[src/rtl/eth_wb_mem_arbiter_if.sv]
// rtl/eth_wb_mem_arbiter_if.sv - Wishbone bus bundle used by the memory arbiter
// Purpose: one Wishbone B4 link (request + response) between a master and a slave.
// Signals: cyc/stb/we/adr/dat_w/sel/cti/bte travel master->slave,
//          dat_r/ack/err travel slave->master.
// Modports: master (drives the request), slave (drives the response).
interface eth_wb_mem_arbiter_if #(
  parameter int AW = 32,
  parameter int DW = 32
);
  logic            cyc;
  logic            stb;
  logic            we;
  logic [AW-1:0]   adr;
  logic [DW-1:0]   dat_w;
  logic [DW/8-1:0] sel;
  logic [2:0]      cti;
  logic [1:0]      bte;
  logic [DW-1:0]   dat_r;
  logic            ack;
  logic            err;

  modport master (
    output cyc, stb, we, adr, dat_w, sel, cti, bte,
    input  dat_r, ack, err
  );

  modport slave (
    input  cyc, stb, we, adr, dat_w, sel, cti, bte,
    output dat_r, ack, err
  );
endinterface

[src/rtl/eth_wb_mem_arbiter.sv]
// rtl/eth_wb_mem_arbiter.sv - two-master round-robin Wishbone arbiter with ack timeout
// Purpose: shares one memory slave between the MAC DMA master (m0) and the
//          host loader (m1). Grant is held for a whole cyc, and a stalled
//          access is terminated with err after TIMEOUT cycles.
// Ports: wb_clk_i / wb_rst_i  clock, synchronous active-high reset
//        m0, m1               master-facing buses (slave modport)
//        s                    memory-facing bus (master modport)
//        gnt_o                one-hot grant, 00 when idle
//        timeout_o            one-cycle pulse when an access times out
module eth_wb_mem_arbiter #(
  parameter int AW      = 32,
  parameter int DW      = 32,
  parameter int TIMEOUT = 256
) (
  input  logic                  wb_clk_i,
  input  logic                  wb_rst_i,
  eth_wb_mem_arbiter_if.slave   m0,
  eth_wb_mem_arbiter_if.slave   m1,
  eth_wb_mem_arbiter_if.master  s,
  output logic [1:0]            gnt_o,
  output logic                  timeout_o
);
  localparam int CW = $clog2(TIMEOUT);

  typedef enum logic [1:0] {IDLE, OWN0, OWN1} state_t;

  state_t          state_q, state_d;
  logic            last_gnt_q, last_gnt_d;
  logic [CW-1:0]   cnt_q, cnt_d;

  logic            g_cyc, g_stb, g_we;
  logic [AW-1:0]   g_adr;
  logic [DW-1:0]   g_dat;
  logic [DW/8-1:0] g_sel;
  logic [2:0]      g_cti;
  logic [1:0]      g_bte;
  logic            stb_out;
  logic            to_hit;

  always_ff @(posedge wb_clk_i) begin
    if (wb_rst_i) begin
      state_q    <= IDLE;
      last_gnt_q <= 1'b1;
      cnt_q      <= '0;
    end else begin
      state_q    <= state_d;
      last_gnt_q <= last_gnt_d;
      cnt_q      <= cnt_d;
    end
  end

  // Exits always pass through IDLE, so there is never a back-to-back handoff.
  always_comb begin
    state_d    = state_q;
    last_gnt_d = last_gnt_q;
    case (state_q)
      IDLE: begin
        if (m0.cyc && (!m1.cyc || last_gnt_q)) begin
          state_d    = OWN0;
          last_gnt_d = 1'b0;
        end else if (m1.cyc) begin
          state_d    = OWN1;
          last_gnt_d = 1'b1;
        end
      end
      OWN0:    if (!m0.cyc) state_d = IDLE;
      OWN1:    if (!m1.cyc) state_d = IDLE;
      default: state_d = IDLE;
    endcase
  end

  always_comb begin
    g_cyc = 1'b0;
    g_stb = 1'b0;
    g_we  = 1'b0;
    g_adr = '0;
    g_dat = '0;
    g_sel = '0;
    g_cti = '0;
    g_bte = '0;
    case (state_q)
      OWN0: begin
        g_cyc = m0.cyc;
        g_stb = m0.stb;
        g_we  = m0.we;
        g_adr = m0.adr;
        g_dat = m0.dat_w;
        g_sel = m0.sel;
        g_cti = m0.cti;
        g_bte = m0.bte;
      end
      OWN1: begin
        g_cyc = m1.cyc;
        g_stb = m1.stb;
        g_we  = m1.we;
        g_adr = m1.adr;
        g_dat = m1.dat_w;
        g_sel = m1.sel;
        g_cti = m1.cti;
        g_bte = m1.bte;
      end
      default: ;
    endcase
  end

  // Timeout fires combinationally on the TIMEOUT-th stalled cycle; the strobe
  // is withdrawn in that same cycle so the slave never sees a late access.
  assign to_hit  = (cnt_q == CW'(TIMEOUT - 1)) && g_stb && !s.ack && !s.err;
  assign stb_out = g_stb && !to_hit;

  always_comb begin
    cnt_d = '0;
    if (stb_out && !s.ack && !s.err && (state_d == state_q))
      cnt_d = cnt_q + CW'(1);
  end

  assign s.cyc   = g_cyc;
  assign s.stb   = stb_out;
  assign s.we    = g_we;
  assign s.adr   = g_adr;
  assign s.dat_w = g_dat;
  assign s.sel   = g_sel;
  assign s.cti   = g_cti;
  assign s.bte   = g_bte;

  assign m0.ack   = (state_q == OWN0) && s.ack;
  assign m0.err   = (state_q == OWN0) && (s.err || to_hit);
  assign m0.dat_r = s.dat_r;
  assign m1.ack   = (state_q == OWN1) && s.ack;
  assign m1.err   = (state_q == OWN1) && (s.err || to_hit);
  assign m1.dat_r = s.dat_r;

  assign gnt_o     = {state_q == OWN1, state_q == OWN0};
  assign timeout_o = to_hit;
endmodule

[src/flat_wrapper.sv]
// flat-port wrapper written by rule: the top's interface ports become plain ports
module eth_wb_mem_arbiter_flat 
#(
  parameter int AW      = 32,
  parameter int DW      = 32,
  parameter int TIMEOUT = 256
)
  (wb_clk_i, wb_rst_i, gnt_o, timeout_o, m0_cyc, m0_stb, m0_we, m0_adr, m0_dat_w, m0_sel, m0_cti, m0_bte, m0_dat_r, m0_ack, m0_err, m1_cyc, m1_stb, m1_we, m1_adr, m1_dat_w, m1_sel, m1_cti, m1_bte, m1_dat_r, m1_ack, m1_err, s_cyc, s_stb, s_we, s_adr, s_dat_w, s_sel, s_cti, s_bte, s_dat_r, s_ack, s_err);
  eth_wb_mem_arbiter_if #(.AW(AW), .DW(DW)) m0_i ();
  eth_wb_mem_arbiter_if #(.AW(AW), .DW(DW)) m1_i ();
  eth_wb_mem_arbiter_if #(.AW(AW), .DW(DW)) s_i ();
  input  logic wb_clk_i;
  input  logic wb_rst_i;
  output logic [1:0] gnt_o;
  output logic timeout_o;
  input wire logic [$bits(m0_i.cyc)-1:0] m0_cyc;
  input wire logic [$bits(m0_i.stb)-1:0] m0_stb;
  input wire logic [$bits(m0_i.we)-1:0] m0_we;
  input wire logic [$bits(m0_i.adr)-1:0] m0_adr;
  input wire logic [$bits(m0_i.dat_w)-1:0] m0_dat_w;
  input wire logic [$bits(m0_i.sel)-1:0] m0_sel;
  input wire logic [$bits(m0_i.cti)-1:0] m0_cti;
  input wire logic [$bits(m0_i.bte)-1:0] m0_bte;
  output wire logic [$bits(m0_i.dat_r)-1:0] m0_dat_r;
  output wire logic [$bits(m0_i.ack)-1:0] m0_ack;
  output wire logic [$bits(m0_i.err)-1:0] m0_err;
  input wire logic [$bits(m1_i.cyc)-1:0] m1_cyc;
  input wire logic [$bits(m1_i.stb)-1:0] m1_stb;
  input wire logic [$bits(m1_i.we)-1:0] m1_we;
  input wire logic [$bits(m1_i.adr)-1:0] m1_adr;
  input wire logic [$bits(m1_i.dat_w)-1:0] m1_dat_w;
  input wire logic [$bits(m1_i.sel)-1:0] m1_sel;
  input wire logic [$bits(m1_i.cti)-1:0] m1_cti;
  input wire logic [$bits(m1_i.bte)-1:0] m1_bte;
  output wire logic [$bits(m1_i.dat_r)-1:0] m1_dat_r;
  output wire logic [$bits(m1_i.ack)-1:0] m1_ack;
  output wire logic [$bits(m1_i.err)-1:0] m1_err;
  output wire logic [$bits(s_i.cyc)-1:0] s_cyc;
  output wire logic [$bits(s_i.stb)-1:0] s_stb;
  output wire logic [$bits(s_i.we)-1:0] s_we;
  output wire logic [$bits(s_i.adr)-1:0] s_adr;
  output wire logic [$bits(s_i.dat_w)-1:0] s_dat_w;
  output wire logic [$bits(s_i.sel)-1:0] s_sel;
  output wire logic [$bits(s_i.cti)-1:0] s_cti;
  output wire logic [$bits(s_i.bte)-1:0] s_bte;
  input wire logic [$bits(s_i.dat_r)-1:0] s_dat_r;
  input wire logic [$bits(s_i.ack)-1:0] s_ack;
  input wire logic [$bits(s_i.err)-1:0] s_err;
  assign m0_i.cyc = m0_cyc;
  assign m0_i.stb = m0_stb;
  assign m0_i.we = m0_we;
  assign m0_i.adr = m0_adr;
  assign m0_i.dat_w = m0_dat_w;
  assign m0_i.sel = m0_sel;
  assign m0_i.cti = m0_cti;
  assign m0_i.bte = m0_bte;
  assign m0_dat_r = m0_i.dat_r;
  assign m0_ack = m0_i.ack;
  assign m0_err = m0_i.err;
  assign m1_i.cyc = m1_cyc;
  assign m1_i.stb = m1_stb;
  assign m1_i.we = m1_we;
  assign m1_i.adr = m1_adr;
  assign m1_i.dat_w = m1_dat_w;
  assign m1_i.sel = m1_sel;
  assign m1_i.cti = m1_cti;
  assign m1_i.bte = m1_bte;
  assign m1_dat_r = m1_i.dat_r;
  assign m1_ack = m1_i.ack;
  assign m1_err = m1_i.err;
  assign s_cyc = s_i.cyc;
  assign s_stb = s_i.stb;
  assign s_we = s_i.we;
  assign s_adr = s_i.adr;
  assign s_dat_w = s_i.dat_w;
  assign s_sel = s_i.sel;
  assign s_cti = s_i.cti;
  assign s_bte = s_i.bte;
  assign s_i.dat_r = s_dat_r;
  assign s_i.ack = s_ack;
  assign s_i.err = s_err;
  eth_wb_mem_arbiter #(.AW(AW), .DW(DW), .TIMEOUT(TIMEOUT)) u_core (.wb_clk_i(wb_clk_i), .wb_rst_i(wb_rst_i), .m0(m0_i), .m1(m1_i), .s(s_i), .gnt_o(gnt_o), .timeout_o(timeout_o));
endmodule
[config.mk]
export PLATFORM = sky130hd
export DESIGN_NAME = eth_wb_mem_arbiter_flat
export DESIGN_NICKNAME = d
export VERILOG_FILES = /design/src/rtl/eth_wb_mem_arbiter_if.sv /design/src/rtl/eth_wb_mem_arbiter.sv /design/src/flat_wrapper.sv
export SDC_FILE = /design/constraint.sdc
export NUM_CORES = 1
export LEC_CHECK = 0
export CORE_AREA = 3 3 127 129
export CTS_CLUSTER_DIAMETER = 30
export DETAILED_ROUTE_END_ITERATION = 8
export DIE_AREA = 0 0 130 132
export GPL_TIMING_DRIVEN = 0
export HOLD_SLACK_MARGIN = 0.15
export SYNTH_ARGS = -nofsm -noshare
export SYNTH_HDL_FRONTEND = slang
export SYNTH_SLANG_ARGS = --single-unit
[constraint.sdc]
create_clock -name wb_clk_i -period 2 [get_ports wb_clk_i]
set_input_delay 0.2 -clock wb_clk_i [delete_from_list [all_inputs] [get_ports wb_clk_i]]
set_output_delay 0.2 -clock wb_clk_i [all_outputs]
set_load 0.02 [all_outputs]
======== Yosys cells after proc, flatten, opt, wreduce, memory -nomap -nowiden ========
Cells that the tools add are included.
word-level totals
  flip-flop bits (word level) ............. 11
  input bits .............................. 188
  output and inout bits ................... 147
  word-level logic and storage cells ...... 46
cells by class
  $add $sub $neg .......................... 1
  equal/unequal tests ..................... 4
  mux-type cells .......................... 15
  bitwise operators ....................... 1
  reductions and logical operators ........ 22
operators by type and width
  operator             number
  $pmux 32 s2          2
  $logic_and 1x1->1    12
  $add 8x1->8 const B  1
  $eq 8x8->1 const B   1
  $mux 2               4
  $pmux 4 s2           1
  $pmux 1 s2           3
  $pmux 2 s3           1
  $pmux 3 s2           1
  $logic_not 1->1      4
  $pmux 2 s2           1
  $eq 2x1->1 const B   1
  $eq 2x2->1           1
  $eq 2x2->1 const B   1
  $logic_not 2->1      1
  $logic_or 1x1->1     2
  $mux 1               2
  $reduce_and 2->1     1
  $reduce_bool 2->1    1
  $reduce_or 2->1      1
  $not 1->1            1

======== Longest topological paths before layout ========
Gate-level depths: netlist of the first run.
  word-level depth ........................ 12
  depth in mapped cells ................... 8
  gate-level depth less buffers ........... 6

======== Worst setup path after synthesis of the first run ========
Ideal clock, no wire load.
  kind .................................... reg-to-output
  from .................................... register u_core.state_q[1]
  to ...................................... output s_adr[0]
  data arrival time ....................... 1.928 ns
  required time ........................... 1.800 ns
  path slack .............................. -0.128 ns
  cell stages (with the launch flop) ...... 8
  path buffers ............................ 3
  cell sequence ........................... dfxtp_1 > inv_1 > ha_1 > buf_2 > clkbuf_1 > buf_1 > a22oi_1 > nor2b_1
between the ends
  longest elaborated chain between the ends .. 2
  elaborated cells on any way between the ends .. 3
  those cells by class .................... eq/ne: 2; mux: 1
ends and longest elaborated chain
  what                      RTL line                  text
  start: declaration        eth_wb_mem_arbiter.sv:27  state_t state_q, state_d;
  start signal: assignment  eth_wb_mem_arbiter.sv:46  state_q <= state_d;
  $eq 2x1->1                -
  net gnt_o[0]              flat_wrapper.sv:14        output logic [1:0] gnt_o;
  $pmux 32 s2               eth_wb_mem_arbiter.sv:81  case (state_q)
  end: declaration          flat_wrapper.sv:41        output wire logic [$bits(s_i.adr)-1:0] s_adr;
The timed path passes the listed nets, and every way through them passes these cells.

======== Worst setup path in the final report of the first run ========
  from .................................... register u_core.state_q[0]
  to ...................................... output s_we
between the ends
  longest elaborated chain between the ends .. 2
  elaborated cells on any way between the ends .. 3
  those cells by class .................... eq/ne: 2; mux: 1
ends and longest elaborated chain
  what                                      RTL line                  text
  $eq 2x2->1 or $eq 2x1->1 (tied branches)  eth_wb_mem_arbiter.sv:81
  $pmux 1 s2 (*)                            eth_wb_mem_arbiter.sv:81
  end: declaration                          flat_wrapper.sv:40        output wire logic [$bits(s_i.we)-1:0] s_we;
Every way passes the cells marked *; elsewhere a longest branch is shown, timed or not.

==> key figures, run 1 <==
Worst setup path
  • Startpoint types: flip-flop
  • Critical path launch point: u_core.state_q[0]$_SDFF_PP0_
  • CP required: 1.80 ns
  • Cell family with the largest share of critical-path delay: buffers and inverters
  • Crit path max fanout: 10
  • R2R cell count: 7
  • R2r endpoint: u_core.cnt_q[3]$_SDFF_PP0_
  • Worst R2R Setup Slack: 0.24 ns
  • Worst Path Arrival: 1.78 ns
  • Crit end category: output pin
  • CP bufs+invs: 4
  • RR Startpoint: u_core.state_q[1]$_SDFF_PP0_
  • CP most frequent cell: clkbuf_16
  • Crit path kind: reg2out
  • Slowest CP cell: dfxtp_4
  • CP max stage delay: 0.40 ns
  • CP cell instances: inv_4 -> ha_4 -> clkbuf_16 -> clkbuf_16 -> a22oi_1 -> nor2b_2 -> clkdlybuf4s15_2

Die
  • Overall die width: 130 um
  • Site Rows: 45
  • Die height: 132 um
  • Initial Util: 15.5%
  • Core Area: 15100 um^2
  • Die Footprint: 17200 um^2
  • Num ports: 335

STA
  • Hold Vio Cnt, Final: 0
  • Final setup viols: 0
  • Max Fclk: 505 MHz
  • Slew Limit Fails: 0
  • Clock skew: 0.00306 ns
  • Final worst slack: 0.0204 ns
  • Fin crit period: 1.98 ns
  • RSZ-0062 raised after global routing: true
  • Worst-Margin Slew: 0.346 ns
  • Hold Worst Slack: 0.444 ns
  • Crit share post-route: 99.0%
  • Slew HR: 76.7%

Finish
  • # fillers: 1577
  • Non-Filler Instances: 818
  • Final Core Density: 39.6%
  • Fraction of layout cells with a size suffix above 1: 47.3%
  • Final nets: 825
  • # diodes: 0
  • Synthesis-to-finish area growth: 155%

Place
  • Placed cells: 813
  • Detail Placement HPWL: 11.6 mm
  • Pre-CTS setup slack: -1.33 ns
  • GPL Wtd Cong: 0.830
  • Port-buffer cells: 302

Synth
  • Predominant post-synthesis flop cell: dfxtp_1
  • Top cells by area, synth: a22oi_1 (24%), nor2b_1 (20%), buf_4 (20%)
  • Dominant cell type by area after synthesis: a22oi_1
  • Synth top area share: 23.9%
  • Synthesized area: 2350 um^2
  • Post-synth ARST share: 0%
  • Commonest cells in the netlist: nor2b_1 (77), a22oi_1 (75), buf_4 (64)
  • Register area share after synthesis: 9.37%
  • Ys Warns: 0
  • Post-Syn Instances: 323
  • Post-synth EDFFs: 0
  • Post-synth net total: 517
  • Cell variety after synth: 37
  • Most common cell in the netlist: nor2b_1
  • Mean Syn Cell Area: 7.28 um^2
  • Synthesized flop and latch total: 11

Detailed routing
  • Routed len/inst: 16.7 um
  • 1st-iter DRT viols: 67
  • ANT nets after route: 0
  • Post-DR vias/cell: 4.27
  • Vias: 3495
  • # DRC: 0
  • DR pass1 iterations: 4
  • Wirelength, routed: 13.6 mm

Hold path
  • WHS Path Cells: 1
  • Hold endpoint: u_core.cnt_q[0]$_SDFF_PP0_
  • Hold Crit Class: reg2reg
  • Min-delay src: u_core.cnt_q[0]$_SDFF_PP0_

Clock network
  • Clk sinks: 11
  • Hold_buf cts: 0
  • Clk Tree Root Cell: clkbuf_16
  • CTS tree: built
  • Worst-skew pair later-pin latency: 0.24 ns
  • Clock transition at path regs: 0.04 ns
  • CTS buffer count: 3
  • CTS max path bufs: 2
  • # H-tree levels: 1

Power and ir drop
  • Overall Power: 2530 uW
  • VDD IR max: 0.310 mV
  • PwrDens: 421 nW/um^2
  • Static Leak: 0.00232 uW

Run
  • Max-cap violations: 0

Global routing
  • Largest net degree at the start of global routing: 11
  • Initial antenna violation count: 0
  • First-pass GRT wire length: 20.1 mm
  • GRT Util Overall: 14.6%
  • Vias in the first global route: 3740
  • Overflow after GRT: 0

Outcome
  • Status: finished, final reports clean
flip-flops by register name, summed over array words and instances, names as in the netlist:
signal / flops
u_core.state_q: 2
u_core.cnt_q: 8
u_core.last_gnt_q: 1
metal layers:
| metal | global-route usage, % | part of all wire [%] | vias to the layer above |
|---|---|---|---|
| li1 | - | - | 1696 |
| met1 | 16.6 | 38 | 1612 |
| met2 | 28.5 | 54 | 175 |
| met3 | 2.67 | 6.9 | 12 |
| met4 | 1.91 | 1.1 | 0 |
| met5 | 0 | 0 | - |
cells in the final DEF, fill, tap and decap left out, types with 5 or more instances in the layout:
master | synthesis | final
dfxtp_1 | 11 | 8
clkbuf_2 | 0 | 12
a22oi_1 | 75 | 42
nor2b_2 | 0 | 70
nand2_1 | 6 | 6
buf_2 | 1 | 52
a22oi_2 | 0 | 33
buf_4 | 64 | 74
clkbuf_4 | 0 | 7
clkdlybuf4s15_2 | 0 | 11
clkdlybuf4s50_1 | 0 | 222
nand3_1 | 5 | 5
nor2_1 | 7 | 7
nor2b_1 | 77 | 7
clkbuf_16 | 0 | 7
nor3_2 | 5 | 5
power breakdown:
part | internal (uW) | switching (uW)
sequential | 229 | 16.4
clock | 265 | 101
combinational | 1050 | 863
total | 1550 | 981
per-stage QoR:
step                setup TNS [ns]  area, um^2
global route                -0.259        6000
CTS                        -0.0359        6040
floorplan                        0        2530
global placement            -69.76        5790
detailed placement          -72.99        5790
finish                           0        6000
logic make-up after synthesis:
kind of cell,after synthesis,share of synthesized area [%]
and+or+nand+nor,115,30.5
muxes,1,0.426
AOI/OAI and AO/OA,89,28.5
DFF,11,9.37
xor gates and xnor gates,6,2.24
buffers and inverters,95,25.8
adders and majority gates,6,3.19
final cells by class:
class	instances	area (um^2)	share of cell area [%]
multi-input cells	217	1920	32.1
repair buffers	303	2720	45.3
plain buffers	90	792	13.2
clock inverters	1	5.00	0.0834
flip-flops and latches	11	229	3.82
clock buffers	3	75.1	1.25
well taps	188	235	3.92
inverters	5	21.3	0.355
what timing repair did:
| item | in CTS | in global routing |
|---|---|---|
| gates resized for setup | 357 | 60 |
| pin swaps | 1 | 1 |
| setup buffers | 1 | 0 |
| endpoints found under the setup margin | 81 | 80 |
worst max path at each step:
stage / to / slack (ns) / cells past startpoint
2_1_floorplan: timeout_o / 0.02 / 6
3_3_place_gp: s_dat_w[6] / -1.30 / 6
3_5_place_dp: s_dat_w[6] / -1.33 / 6
4_1_cts: s_dat_w[6] / -0.03 / 7
5_1_grt: s_dat_w[31] / -0.05 / 7
6_report: s_we / 0.02 / 7
Power figures use the tool's default switching activity.
==> run 2: changes to the inputs <==
- CORE_AREA: 3 3 127 129 -> 3 3 130 132
- DIE_AREA: 0 0 130 132 -> 0 0 133 135
- clock period: 2 -> 2.5 ns (I/O delays scaled with it)
==> run 2 against run 1 <==
Net effect: clock-buffer cell count grew 1; worst setup slack better by 0.084 ns; via count is 1.9% higher; clock skew about the same; critical endpoint is now s_cti[0]; largest cell class unchanged; largest power group unchanged; highest routed layer unchanged.
==> key figures, run 2 (same netlist as run 1, synthesis figures left out) <==
Die
  • Site Rows: 46 (+2.2%)
  • Overall die width: 133 um (+2.3%)
  • Die Footprint: 18000 um^2 (+4.6%)
  • Core Area: 15800 um^2 (+4.5%)
  • Initial Util: 14.9% (-0.67 points)
  • Die height: 135 um (+2.3%)
  • Num ports: 335 (unchanged)

Worst setup path
  • R2R cell count: 7 (unchanged)
  • CP required: 2.25 ns (+0.45 ns)
  • Slowest CP cell: clkdlybuf4s50_1
  • Crit path kind: reg2out
  • Startpoint types: flip-flop
  • Crit end category: output pin
  • CP max stage delay: 0.61 ns (+0.21 ns)
  • Worst Path Arrival: 2.15 ns (+0.37 ns)
  • R2r endpoint: u_core.cnt_q[2]$_SDFF_PP0_
  • Worst R2R Setup Slack: 0.63 ns (+0.39 ns)
  • RR Startpoint: u_core.state_q[0]$_SDFF_PP0_
  • Crit path max fanout: 10 (unchanged)
  • CP cell instances: inv_1 -> ha_1 -> clkbuf_8 -> nor2b_1 -> clkdlybuf4s50_1

Hold path
  • Min-delay src: u_core.cnt_q[0]$_SDFF_PP0_
  • Hold Crit Class: reg2reg
  • Hold endpoint: u_core.cnt_q[0]$_SDFF_PP0_
  • WHS Path Cells: 1 (unchanged)

Clock network
  • Clock transition at path regs: 0.04 ns (about the same)
  • CTS max path bufs: 2 (unchanged)
  • Setup Buffers After CTS: 0 (-1)
  • Hold_buf cts: 0 (unchanged)
  • Worst-skew pair later-pin latency: 0.24 ns (about the same)
  • Clk sinks: 11 (unchanged)
  • CTS buffer count: 3 (unchanged)
  • CTS tree: built
  • Clk Tree Root Cell: clkbuf_16
  • # H-tree levels: 1 (unchanged)

STA
  • Crit share post-route: 95.8%
  • Slew Limit Fails: 0 (unchanged)
  • Hold Vio Cnt, Final: 0 (unchanged)
  • Fin crit period: 2.40 ns
  • Clock skew: 0.00336 ns (+0.000306 ns)
  • Worst-Margin Slew: 0.314 ns (-0.0315 ns)
  • Slew HR: 78.8% (+2.1 points)
  • Final setup viols: 0 (unchanged)
  • Max Fclk: 417 MHz

Place
  • Port-buffer cells: 302 (unchanged)
  • GPL Wtd Cong: 0.828 (-0.23%)
  • Detail Placement HPWL: 11.7 mm (+1.2%)
  • Placed Area: 5640 um^2 (-2.5%)

Run
  • Max-cap violations: 0 (unchanged)

Detailed routing
  • 1st-iter DRT viols: 133 (+99%)
  • Vias: 3560 (+1.9%)
  • # DRC: 0 (unchanged)
  • DR pass1 iterations: 6 (+2)
  • Routed len/inst: 16.6 um (-0.79%)
  • ANT nets after route: 0 (unchanged)
  • Wirelength, routed: 14.0 mm (+2.5%)
  • Post-DR vias/cell: 4.21 (-1.4%)

Global routing
  • Overflow after GRT: 0 (unchanged)
  • Largest net degree at the start of global routing: 11 (unchanged)
  • GRT Util Overall: 13.9% (-0.66 points)
  • Vias in the first global route: 3733 (-0.19%)
  • Initial antenna violation count: 0 (unchanged)
  • First-pass GRT wire length: 20.1 mm (-0.14%)

Finish
  • Most frequent cells in the layout: clkdlybuf4s50_1 (224), nor2b_1 (77), a22oi_1 (75)
  • # diodes: 0 (unchanged)
  • Most common cell after layout, fill and taps aside: clkdlybuf4s50_1
  • Max reg flops: 8 (unchanged)
  • Final instance area: 5720 um^2 (-4.6%)
  • Largest regs: u_core.cnt_q: 8 flops, u_core.state_q: 2 flops, u_core.last_gnt_q: 1 flops
  • Fraction of layout cells with a size suffix above 1: 17.2% (-30 points)
  • Final nets: 824 (-0.12%)
  • Synthesis-to-finish area growth: 143%
  • Biggest register: u_core.cnt_q

Power and ir drop
  • Overall Power: 1850 uW (-27%)
  • Static Leak: 0.00247 uW (+6.3%)
  • PwrDens: 323 nW/um^2 (-23%)
  • VDD IR max: 0.195 mV (-37%)

Outcome
  • Status: finished, final reports clean
-- run 2: cell count changes in the layout (fill, tap and decap cells not counted), moves of 33 or more --
cell           before  now
nor2b_1             7   77
buf_2              52    0
nor2b_2            70    0
a22oi_2            33    0
dlygate4sd2_1       2   69
a22oi_1            42   75
-- run 2: report_power, final --
part	internal (uW)	switching [uW]
clock network	214	79.9
registers	183	13.3
logic	720	640
total	1120	733
-- run 2: area by class of cell --
| class | instances | area, um^2 |
|---|---|---|
| timing repair buffer | 302 | 2930 |
| sequential | 11 | 225 |
| clock buffer | 4 | 78.8 |
| fill | 1637 | 10100 |
| multi-input combinational | 217 | 1530 |
| inverter | 5 | 18.8 |
| tap | 216 | 270 |
| buffer | 90 | 672 |
-- run 2: worst max-delay path, delay by kind of cell (launching register included) --
kind                     cells  cell delay [ns]
buffers and inverters        3             0.95
flip-flops                   1             0.40
adder cells (fa/ha/maj)      1             0.40
AND/OR/NAND/NOR              1             0.14
-- run 2: worst max-delay path by stage --
stage	start	endpoint	slack (ns)	cells after the start
global route	u_core.state_q[0]$_SDFF_PP0_	s_dat_w[24]	-0.008	6
CTS	u_core.state_q[1]$_SDFF_PP0_	s_cyc	0.04	5
finish	u_core.state_q[0]$_SDFF_PP0_	s_cti[0]	0.10	5
detailed placement	u_core.state_q[1]$_SDFF_PP0_	s_sel[3]	-1.06	6
global placement	u_core.state_q[1]$_SDFF_PP0_	s_sel[3]	-1.04	6
floorplan	u_core.state_q[1]$_SDFF_PP0_	s_adr[0]	0.32	7
-- run 2: per-layer routing --
metal  global-route usage [%]  routed length [um]
met1                     15.8                5350
met2                     26.4                7190
met3                     3.50                1280
met4                     2.71                 171
met5                        0                   0
-- run 2: timing repair --
item,CTS,global route
endpoints found under the setup margin,80,14
gates resized for setup,116,13
endpoints found under the hold margin,0,0
-- run 2: through the flow --
stage	worst slack [ns]	hold WS [ns]	TNS (ns)	cells	util, %
floorplan	0.322	0.323	0	323	-
global placement	-1.04	0.454	-46.18	841	35.7
detailed placement	-1.06	0.478	-48.88	841	35.7
CTS	0.0420	0.488	0	845	36.1
global route	-0.00787	0.514	-0.0418	845	36.2
finish	0.105	0.496	0	845	36.2
